`config.mk`:
```
export PLATFORM = sky130hd
export DESIGN_NAME = mem_arbiter
export DESIGN_NICKNAME = d
export VERILOG_FILES = /design/src/rtl/mem_arb_pkg.sv /design/src/rtl/arb_wait_counter.sv /design/src/rtl/mem_arbiter.sv
export SDC_FILE = /design/constraint.sdc
export NUM_CORES = 1
export LEC_CHECK = 0
export ABC_CLOCK_PERIOD_IN_PS = 2700
export BUFFER_PORTS_ARGS = -buffer_cell sky130_fd_sc_hd__buf_4
export CORE_MARGIN = 2
export CORE_UTILIZATION = 50
export CTS_BUF_LIST = sky130_fd_sc_hd__clkbuf_2 sky130_fd_sc_hd__clkbuf_4 sky130_fd_sc_hd__clkbuf_8
export DETAILED_ROUTE_END_ITERATION = 10
export PLACE_DENSITY = 0.95
export SYNTH_ARGS = -nofsm -noshare
export SYNTH_HDL_FRONTEND = slang
export SYNTH_HIERARCHICAL = 1
export SYNTH_SLANG_ARGS = --single-unit
```
`constraint.sdc`:
```
create_clock -name clk -period 2.7 [get_ports clk]
set_input_delay 0.135 -clock clk [delete_from_list [all_inputs] [get_ports clk]]
set_output_delay 0.135 -clock clk [all_outputs]
set_load 0.01 [all_outputs]
```
`src/rtl/mem_arb_pkg.sv`:
```
// rtl/mem_arb_pkg.sv - shared state and operation types for the RAM arbiter
package mem_arb_pkg;

    typedef enum logic [1:0] {
        IDLE,
        FETCH,
        DATA,
        RESP
    } arb_state_t;

    typedef enum logic [1:0] {
        OP_FETCH,
        OP_READ,
        OP_WRITE
    } arb_op_t;

endpackage

```
`src/rtl/arb_wait_counter.sv`:
```
// rtl/arb_wait_counter.sv - access-cycle counter flagging the last RAM cycle
module arb_wait_counter #(
    parameter int LAT = 2
) (
    input  logic clk,
    input  logic nRST,
    input  logic clear,
    input  logic en,
    output logic done
);

    localparam int CW = $clog2(LAT + 1);
    localparam logic [CW-1:0] LAST = CW'(LAT - 1);

    logic [CW-1:0] count;

    // count access cycles; cleared while the arbiter waits for a grant
    always_ff @(posedge clk) begin
        if (nRST) begin
            count <= '0;
        end else if (clear) begin
            count <= '0;
        end else if (en) begin
            count <= count + 1'b1;
        end
    end

    assign done = (count == LAST);

endmodule

```
`src/rtl/mem_arbiter.sv`:
```
// rtl/mem_arbiter.sv - fixed-latency data-first arbiter for the shared RAM
module mem_arbiter
    import mem_arb_pkg::*;
#(
    parameter int LAT = 2,
    parameter int AW  = 32,
    parameter int DW  = 32
) (
    input  logic          clk,
    input  logic          nRST,
    input  logic          i_req,
    input  logic [AW-1:0] i_addr,
    output logic          i_ready,
    output logic [DW-1:0] i_rdata,
    input  logic          d_ren,
    input  logic          d_wen,
    input  logic [AW-1:0] d_addr,
    input  logic [DW-1:0] d_wdata,
    output logic          d_ready,
    output logic [DW-1:0] d_rdata,
    output logic [AW-1:0] ram_addr,
    output logic          ram_ren,
    output logic          ram_wen,
    output logic [DW-1:0] ram_wdata,
    input  logic [DW-1:0] ram_rdata
);

    arb_state_t state;
    arb_op_t    op;
    logic       cnt_clear;
    logic       cnt_en;
    logic       cnt_done;

    assign cnt_clear = (state == IDLE);
    assign cnt_en    = (state == FETCH) || (state == DATA);

    arb_wait_counter #(
        .LAT (LAT)
    ) u_wait (
        .clk   (clk),
        .nRST  (nRST),
        .clear (cnt_clear),
        .en    (cnt_en),
        .done  (cnt_done)
    );

    // arbitration FSM; ram_addr/ram_wdata double as the latched request
    always_ff @(posedge clk) begin
        if (nRST) begin
            state     <= IDLE;
            op        <= OP_FETCH;
            i_ready   <= 1'b0;
            d_ready   <= 1'b0;
            i_rdata   <= '0;
            d_rdata   <= '0;
            ram_addr  <= '0;
            ram_ren   <= 1'b0;
            ram_wen   <= 1'b0;
            ram_wdata <= '0;
        end else begin
            i_ready <= 1'b0;
            d_ready <= 1'b0;
            case (state)
                IDLE: begin
                    if (d_ren || d_wen) begin
                        // a simultaneous read and write resolves to a write
                        state     <= DATA;
                        op        <= d_wen ? OP_WRITE : OP_READ;
                        ram_addr  <= d_addr;
                        ram_wdata <= d_wdata;
                        ram_ren   <= ~d_wen;
                        ram_wen   <= d_wen;
                    end else if (i_req) begin
                        state     <= FETCH;
                        op        <= OP_FETCH;
                        ram_addr  <= i_addr;
                        ram_wdata <= '0;
                        ram_ren   <= 1'b1;
                        ram_wen   <= 1'b0;
                    end
                end
                FETCH, DATA: begin
                    if (cnt_done) begin
                        state   <= RESP;
                        ram_ren <= 1'b0;
                        ram_wen <= 1'b0;
                        if (op == OP_FETCH) begin
                            i_rdata <= ram_rdata;
                            i_ready <= 1'b1;
                        end else begin
                            d_ready <= 1'b1;
                            if (op == OP_READ) begin
                                d_rdata <= ram_rdata;
                            end
                        end
                    end
                end
                RESP: begin
                    state <= IDLE;
                end
                default: begin
                    state <= IDLE;
                end
            endcase
        end
    end

endmodule

```
==> results list, run 1 <==
* Violations in the final reports: DRC
- Synth Register Bits: 138
- Once routing completed, OpenROAD measured the worst setup slack at 0.245 ns.
- Entering global routing, the biggest net connects 65 pins.
* Count of vias placed by the detailed router: 5,854
* Number of DRC markers in iteration 0: 447
- Sequential elements use 53.1% of the synthesized area.
- Once the floorplan was initialized, standard cells occupied 50.8% of the core.
- STA puts the critical path data required time at 3.05 ns.
- Worst setup SP type: register
* Number of nets produced by synthesis: 723
- Register-to-register setup slack: 0.25 ns
* Placement Setup Slack: 0.832 ns
- Full die area: 11,200 sq um
- Timing would allow up to 407 MHz.
* Cell chosen for the clock root: sky130_fd_sc_hd__clkbuf_8
- Across the VDD grid, the largest voltage drop is 0.000582 V.
* Syn. warnings: 6
- The critical path is of the register to register type.
- Counting the fill cells in the layout gives 539.
* Run status: complete, but fails checks
- Hold Crit Start: i_addr[2]
- Setup clock skew after layout: 0.0143 ns
- For hold timing, the worst endpoint is ram_addr[2]$_SDFFE_PP0P_.
* Period minus WS final: approximately 2.5 ns
- WL/cell: ~18 um
- The biggest area contributor in the post-synthesis netlist is sky130_fd_sc_hd__dfxtp_1.
- TritonCTS clock tree: yes
* Area contributors post-synth: sky130_fd_sc_hd__dfxtp_1 (53%), sky130_fd_sc_hd__nand2_1 (12%), sky130_fd_sc_hd__a21oi_1 (6.4%)
* Final core utilization: between 80% and 90%
- The cell count after synthesis came out at 588.
* Length in cells of the worst reg-to-reg path: 7
* Critical R2R Capture: ram_addr[14]$_SDFFE_PP0P_
- CTS Buf Count: 17
* Number of setup violations in the final report: 0
* Total negative slack for setup checks: 0 ns
- The slowest stage of the critical path is the sky130_fd_sc_hd__dlygate4sd3_1 cell.
- Number of slew-limit violations in the final report: 0
- The tightest min-delay check is of the primary input to register type.
- The tool flagged a number of max-cap violations equal to 0.
* Detailed Route WL: 19.3 mm
* Detail Route Antenna Nets: 0
- Counting distinct cell types in the post-synthesis netlist gives 35.
- Clock-pin slew was measured on the worst setup and hold paths at roughly 0.090 ns.
- Buffers placed on the I/O ports in this run total 264.
* Largest incremental delay on the critical path: 0.61 ns
- The core region is 10,200 sq um.
- The H-tree was split into 4 levels.
- The net count of the finished layout is 1,057.
* Area taken by multi-input logic gates: roughly 2200 sq um
- The signal on the critical path passes through inv_1, ha_1, o31a_2, buf_12, nor2_1, a311oi_1, dlygate4sd3_1.
* Number of global-route vias before repair: 5,891
- Kind of end point of the critical path: register
- Total number of placement rows: 37
- Setup bufs post-CTS: 0
* Cell leakage power: 3.68 nW
- Antenna violations before repair: 0
- Maximum buffer depth of the clock tree: 2
- Fraction of synthesis flops using an asynchronous set or reset pin: 0%
- Area growth from synthesis to layout: 65.6%
- Setup repair after global routing left no endpoint under its margin.
* Clock sink total: approximately 140
- Horiz. Die Dim: 106 um
- The mapped netlist covers roughly 5200 sq um.
* Chip Height: 106 um
* Avg Inst Size Synth: 8.84 sq um
* Arrival time of data at the critical path endpoint: 2.81 ns
* Worst-skew pair later-pin latency: around 0.4 ns
- For this design the top-level I/O count stands at around 270.
* Sum of internal, switching and leakage power: between 6 and 7 mW
- Summing all flip-flop and latch instances after layout gives 2760 sq um.
- Highest fanout seen on the critical path: 64
* Tightest slew margin relative to the limit: between 60% and 70%
- Post-detail-place hpwl: 10.2 mm
* Slew at the pin closest to its max-slew limit: 0.546 ns
- Yosys mapped a number of flops with a built-in enable equal to 0.
- After synthesis, the largest area contributor takes up 53.1% of total cell area.
* Drt via density: 5.47
- The count of final hold-check violations was 0.
- WHS Path Cells: 3
* Total power density per cell area: 798 nW/um^2
* Overall overflow remaining after global route: 0
* Layout cells sized above 1: 35.9%
* Worst flop-to-flop path startpoint: state[0]$_SDFFE_PP0P_
* Number of optimization iterations in the first detailed-route pass: 8
* Dominant register cell in the synthesized netlist: sky130_fd_sc_hd__dfxtp_1
- # DRC: 1
- Final weighted congestion in routability-driven placement: 0.801
- Global routing used 33.4% of the available tracks across all layers.
- The repair_antennas step left the layout with diodes totalling 0.
- The first global-routing pass estimated roughly 30 mm of wire.
* Final clock period utilization by the worst path: 90.9%
## report_power, final
part	total [mW]	internal (mW)	switching, mW	leakage [nW]
clock network	1.90	1.04	0.851	0.225
registers	2.59	2.38	0.209	1.13
logic	2.39	1.15	1.24	2.33
## state kept, by name (all words and copies together), names as in the netlist
register and flops:
d_rdata 32, ram_ren 1, op 2, i_ready 1, state 2, ram_addr 32, u_wait/count 2, ram_wdata 32
i_rdata 32, d_ready 1, ram_wen 1
## cells in the mapped netlist, types with 2 or more instances
cell type / n
sky130_fd_sc_hd__nand2b_1: 2
sky130_fd_sc_hd__a21oi_1: 66
sky130_fd_sc_hd__ha_1: 2
sky130_fd_sc_hd__nand2_1: 163
sky130_fd_sc_hd__clkbuf_1: 25
sky130_fd_sc_hd__o21ai_0: 36
sky130_fd_sc_hd__buf_1: 4
sky130_fd_sc_hd__nor2_1: 39
sky130_fd_sc_hd__a311oi_2: 22
sky130_fd_sc_hd__buf_4: 4
sky130_fd_sc_hd__inv_1: 4
sky130_fd_sc_hd__a311oi_1: 10
sky130_fd_sc_hd__buf_2: 20
sky130_fd_sc_hd__nor3b_1: 2
sky130_fd_sc_hd__dfxtp_1: 138
sky130_fd_sc_hd__a22o_1: 32
## critical path, delay by kind of cell, from the launching register on
kind	cells	cell delay, ns
simple gates	1	0.09
flops	1	0.30
buf+inv	3	0.96
compound gates	2	0.60
fa+ha+maj	1	0.43
## layer usage
metal | part of all wire [%] | GRT usage (%)
met5 | 0 | 0
met4 | 3.7 | 17.0
met2 | 52 | 59.5
met3 | 7.9 | 10.1
met1 | 37 | 35.7
## worst max-delay path by stage
stage               cells past startpoint                  start  slack (ns)                   endpoint
floorplan                               8  state[1]$_SDFFE_PP0P_         1.0    i_rdata[0]$_SDFFE_PP0P_
global placement                        6  state[1]$_SDFFE_PP0P_        0.95    i_rdata[4]$_SDFFE_PP0P_
detailed placement                      6  state[1]$_SDFFE_PP0P_        0.83    i_rdata[9]$_SDFFE_PP0P_
CTS                                     7  state[0]$_SDFFE_PP0P_        0.39  ram_addr[15]$_SDFFE_PP0P_
global route                            7  state[0]$_SDFFE_PP0P_        0.07  ram_addr[14]$_SDFFE_PP0P_
finish                                  7  state[0]$_SDFFE_PP0P_        0.25  ram_addr[14]$_SDFFE_PP0P_
## stage by stage
step / cells / instance area [sq um] / hold slack [ns]
final: 1071 / 8610 / 0.0284
after floorplan: 588 / 5200 / 0.206
after global placement: 946 / 7230 / 0.351
after global routing: 1071 / 8610 / 0.0139
after detailed placement: 946 / 7230 / 0.354
after CTS: 1071 / 8610 / 0.000673
## cell families (layout without fill, tap and decap cells)
logic type               count (synthesis)  in the layout  synth area share [%]
flip-flops                             138            138                  53.1
buffers and inverters                   57            404                  4.88
adder cells (fa/ha/maj)                  2              2                 0.481
XOR/XNOR                                 1              1                 0.168
AO/OA/AOI/OAI                          175            175                  24.8
AND/OR/NAND/NOR                        215            215                  16.6
## area by class of cell
class,instances,share of cell area [%]
Timing Repair Buffer,368,34.9
Sequential cell,138,32.1
Multi-Input combinational cell,393,25.6
Clock buffer,18,2.80
Clock inverter,14,2.43
Tap cell,136,1.98
Inverter,4,0.174
## cell usage in the layout, fill, tap and decap left out, types with 2 or more instances in the layout
| master | n |
|---|---|
| sky130_fd_sc_hd__inv_1 | 4 |
| sky130_fd_sc_hd__ha_1 | 2 |
| sky130_fd_sc_hd__inv_6 | 5 |
| sky130_fd_sc_hd__clkbuf_8 | 17 |
| sky130_fd_sc_hd__o21ai_0 | 36 |
| sky130_fd_sc_hd__clkinv_4 | 3 |
| sky130_fd_sc_hd__a21oi_1 | 66 |
| sky130_fd_sc_hd__nor2_1 | 38 |
| sky130_fd_sc_hd__a311oi_2 | 22 |
| sky130_fd_sc_hd__dfxtp_1 | 138 |
| sky130_fd_sc_hd__nand2_1 | 163 |
| sky130_fd_sc_hd__nand2b_1 | 2 |
| sky130_fd_sc_hd__bufinv_16 | 4 |
| sky130_fd_sc_hd__nor2_2 | 2 |
| sky130_fd_sc_hd__dlygate4sd3_1 | 93 |
| sky130_fd_sc_hd__a311oi_1 | 10 |
| sky130_fd_sc_hd__a22o_1 | 32 |
| sky130_fd_sc_hd__buf_4 | 274 |
## what timing repair did
item	4_1_cts	5_1_grt
hold endpoints to repair	119	0
gates resized for setup	0	0
hold buffers	93	0
Power figures use the tool's default switching activity.
==> run 2: changes to the inputs <==
--- a/config.mk
+++ b/config.mk
@@ -11,6 +11,7 @@
 export CORE_UTILIZATION = 50
 export CTS_BUF_LIST = sky130_fd_sc_hd__clkbuf_2 sky130_fd_sc_hd__clkbuf_4 sky130_fd_sc_hd__clkbuf_8
 export DETAILED_ROUTE_END_ITERATION = 10
+export GPL_TIMING_DRIVEN = 0
 export PLACE_DENSITY = 0.95
 export SYNTH_ARGS = -nofsm -noshare
 export SYNTH_HDL_FRONTEND = slang
==> run 2 against run 1 <==
Effect of this change: the run now ends clean; cell count is 4.2% higher; flip-flop and latch count stayed put; worst setup slack better by 0.077 ns; sequential power hardly changed; count of clock-buffer cells in the layout is 3 higher; critical endpoint is now ram_addr[13]$_SDFFE_PP0P_.
==> results list, run 2 (synthesized netlist as in run 1, its figures left out) <==
* Clock Pin Slew Worst Setup and Hold Paths: ~0.090 ns
* Total negative slack for setup checks: 0 ns
- The number of antenna violations at the first check in global routing is 0.
* Antenna diode instance count: 0
- After legalization and detailed placement, the total HPWL measured 11.8 mm.
- The later pin in the worst-skew pair is clocked with a latency of around 0.43 ns.
- PostCTS Resize Cnt: 0
- From bottom edge to top edge, the die measures 106 um.
- Setup violations remaining at the end of the flow were counted as 0.
- Data required time of the critical path: 3.08 ns
* Area taken by multi-input logic gates: roughly 2200 sq um
* Top library cells by usage in the layout, fill and taps aside: sky130_fd_sc_hd__buf_4 (267), sky130_fd_sc_hd__nand2_1 (163), sky130_fd_sc_hd__dfxtp_1 (138)
- The congestion estimate from routability-driven global placement came to 0.857.
- Overall overflow remaining after global route: 0
* Number of global-route vias before repair: between 6,000 and 7,000
- The first detailed-routing pass took 6 iterations.
* Placeable core region: 10,200 sq um
* Fmax achieved: 421 MHz
* Initial core utilization: 50.8%
- After clock tree synthesis, the flow added hold-fix buffers numbering 96.
* Number of DRC markers in iteration 0: 608
* Number of slew-limit violations in the final report: 0
* Startpoint-to-endpoint class of the critical path: register to register
- STA classifies the critical path startpoint as a register.
- Tightest slew margin relative to the limit: 48.1%
* Number of max-cap violations: 0
- On the worst path, the slowest cell contributes a delay of 0.60 ns.
- For this design, the slowest cell found on the critical path is sky130_fd_sc_hd__dlygate4sd3_1.
- The count of final hold-check violations came to 0.
* Count of vias placed by the detailed router: 6,390
- Drt via density: approximately 5.7
* Final clock period utilization by the worst path: 88.1%
- The count of nets left with antenna violations once routing finished came out at 0.
* Area used by sequential logic in the layout: 2760 sq um
- Of all nets on the critical path, the largest fanout is 10.
* Slew at the pin closest to its max-slew limit: slightly below 0.8 ns
- Net count reported at finish: 1,102
- The first global-routing pass estimated roughly 33 mm of wire.
* Hold Worst Slack: 0.0151 ns
* Cell class contributing the biggest share of worst-path delay: buffers and inverters
* Total buffers and inverters traversed by the critical path: 4
* Sum of internal, switching and leakage power: 7.14 mW
- The path class of the tightest hold or removal check is primary input to register.
* Maximum buffer depth of the clock tree: 2
- In this run the static leakage power is 3.78 nW.
* Clock sink total: between 100 and 150
* CTS Buf Count: 17
* Layout cells sized above 1: 35.1%
* Setup bufs post-CTS: 0
- Fillers: 504
- Leaving out fill and tap cells, the most frequent cell in the layout is sky130_fd_sc_hd__buf_4.
- For this block, the routed nets add up to approximately 22 mm of wire.
- Measured along the x axis, the die boundary spans around 110 um.
* Setup clock skew after layout: 0.0191 ns
* Internal power: 4.68 mW
- Across every metal layer, demand over resource in global routing totals between 30% and 40%.
- In the routed design, unresolved DRC markers number 0.
- Run status: complete, no violations
* Number of buffers inserted by port buffering: 263
- Entering global routing, the biggest net connects 17 pins.
- Arrival time of data at the critical path endpoint: 2.76 ns
* Cell chosen for the clock root: sky130_fd_sc_hd__clkbuf_8
* Peak VDD IR: approximately 0.00073 V
- The worst path needs 2.38 ns of the cycle, external delays included.
- The critical path goes through inv_1, ha_1, o31a_1, buf_4, buf_2, nor2_1, a311oi_1, dlygate4sd3_1.
- Setup repair after global routing left no endpoint under its margin.
- The share of total power dissipated in sequential elements is 36.4%.
* Clock power share: 27.8%
- Of the total power, combinational logic draws 35.8%.
* H-tree depth reported by CTS: 4
- Sw frac: 34.4%
- Power dissipated by switching net loads: roughly 2.5 mW
* Total power density per cell area: ~810 nW/um^2
- WL/cell: 19.8 um
* TritonCTS clock tree: yes
- Full die area: 11,200 sq um
- Num ports: 265
- Kind of end point of the critical path: register
- Area growth from synthesis to layout: 68.9%
- Total number of placement rows: 37
[run 2: cell count changes in the layout (fill, tap and decap cells not counted), moves of 2 or more]
cell                            previous run  this run
sky130_fd_sc_hd__clkbuf_8                 17        20
sky130_fd_sc_hd__inv_6                     5         3
sky130_fd_sc_hd__clkbuf_1                  0        25
sky130_fd_sc_hd__dlygate4sd3_1            93        97
sky130_fd_sc_hd__buf_4                   274       267
sky130_fd_sc_hd__buf_1                     0         4
sky130_fd_sc_hd__buf_2                     0        20
[run 2: per-stage QoR]
stage	cell area [sq um]	setup slack, ns	utilization (%)	std cells
floorplan	5200	0.997	-	588
global placement	7340	0.728	71.8	987
detailed placement	7340	0.706	71.8	987
CTS	8770	0.546	85.7	1115
global route	8780	0.204	85.8	1116
finish	8780	0.322	85.8	1116
[run 2: final timing paths]
check	from	to	slack, ns	depth (start not counted)
setup reg to reg	state[0]$_SDFFE_PP0P_	ram_addr[13]$_SDFFE_PP0P_	0.32	8
setup / recovery	state[0]$_SDFFE_PP0P_	ram_addr[13]$_SDFFE_PP0P_	0.32	8
hold / removal	i_addr[18]	ram_addr[18]$_SDFFE_PP0P_	0.02	3
hold reg to reg	d_rdata[26]$_SDFFE_PP0P_	d_rdata[26]$_SDFFE_PP0P_	0.46	2
[run 2: worst reg2reg max path, stage by stage (launching register included)]
cell and delay [ns]:
sky130_fd_sc_hd__dfxtp_1 0.30, sky130_fd_sc_hd__inv_1 0.06, sky130_fd_sc_hd__ha_1 0.28, sky130_fd_sc_hd__o31a_1 0.21
sky130_fd_sc_hd__buf_4 0.19, sky130_fd_sc_hd__buf_2 0.24, sky130_fd_sc_hd__nor2_1 0.09, sky130_fd_sc_hd__a311oi_1 0.35
sky130_fd_sc_hd__dlygate4sd3_1 0.60
[run 2: per-layer routing]
layer | vias to the layer above | wire length [um] | global-route usage [%]
met5 | - | 0 | 0
met4 | 0 | 1530 | 26.6
met3 | 150 | 1970 | 11.8
met2 | 511 | 11000 | 66.6
met1 | 2940 | 7560 | 38.8
li1 | 2789 | - | -
[run 2: final cells by class]
class	count	share of cell area [%]
buffer	53	2.72
clock buffer	21	3.22
clock inverter	11	2.08
inverter	4	0.171
multi-input combinational	393	24.9
sequential	138	31.5
tap	136	1.94
timing repair buffer	360	33.5
[run 2: power by group through the flow]
stage / Clock [mW] / Sequential [mW] / Combinational (mW)
floorplan: 0 / 2.73 / 1.21
global placement: 0 / 2.60 / 2.20
detailed placement: 0 / 2.61 / 2.26
CTS: 1.95 / 2.57 / 2.42
global route: 2.09 / 2.63 / 2.71
finish: 1.98 / 2.60 / 2.55
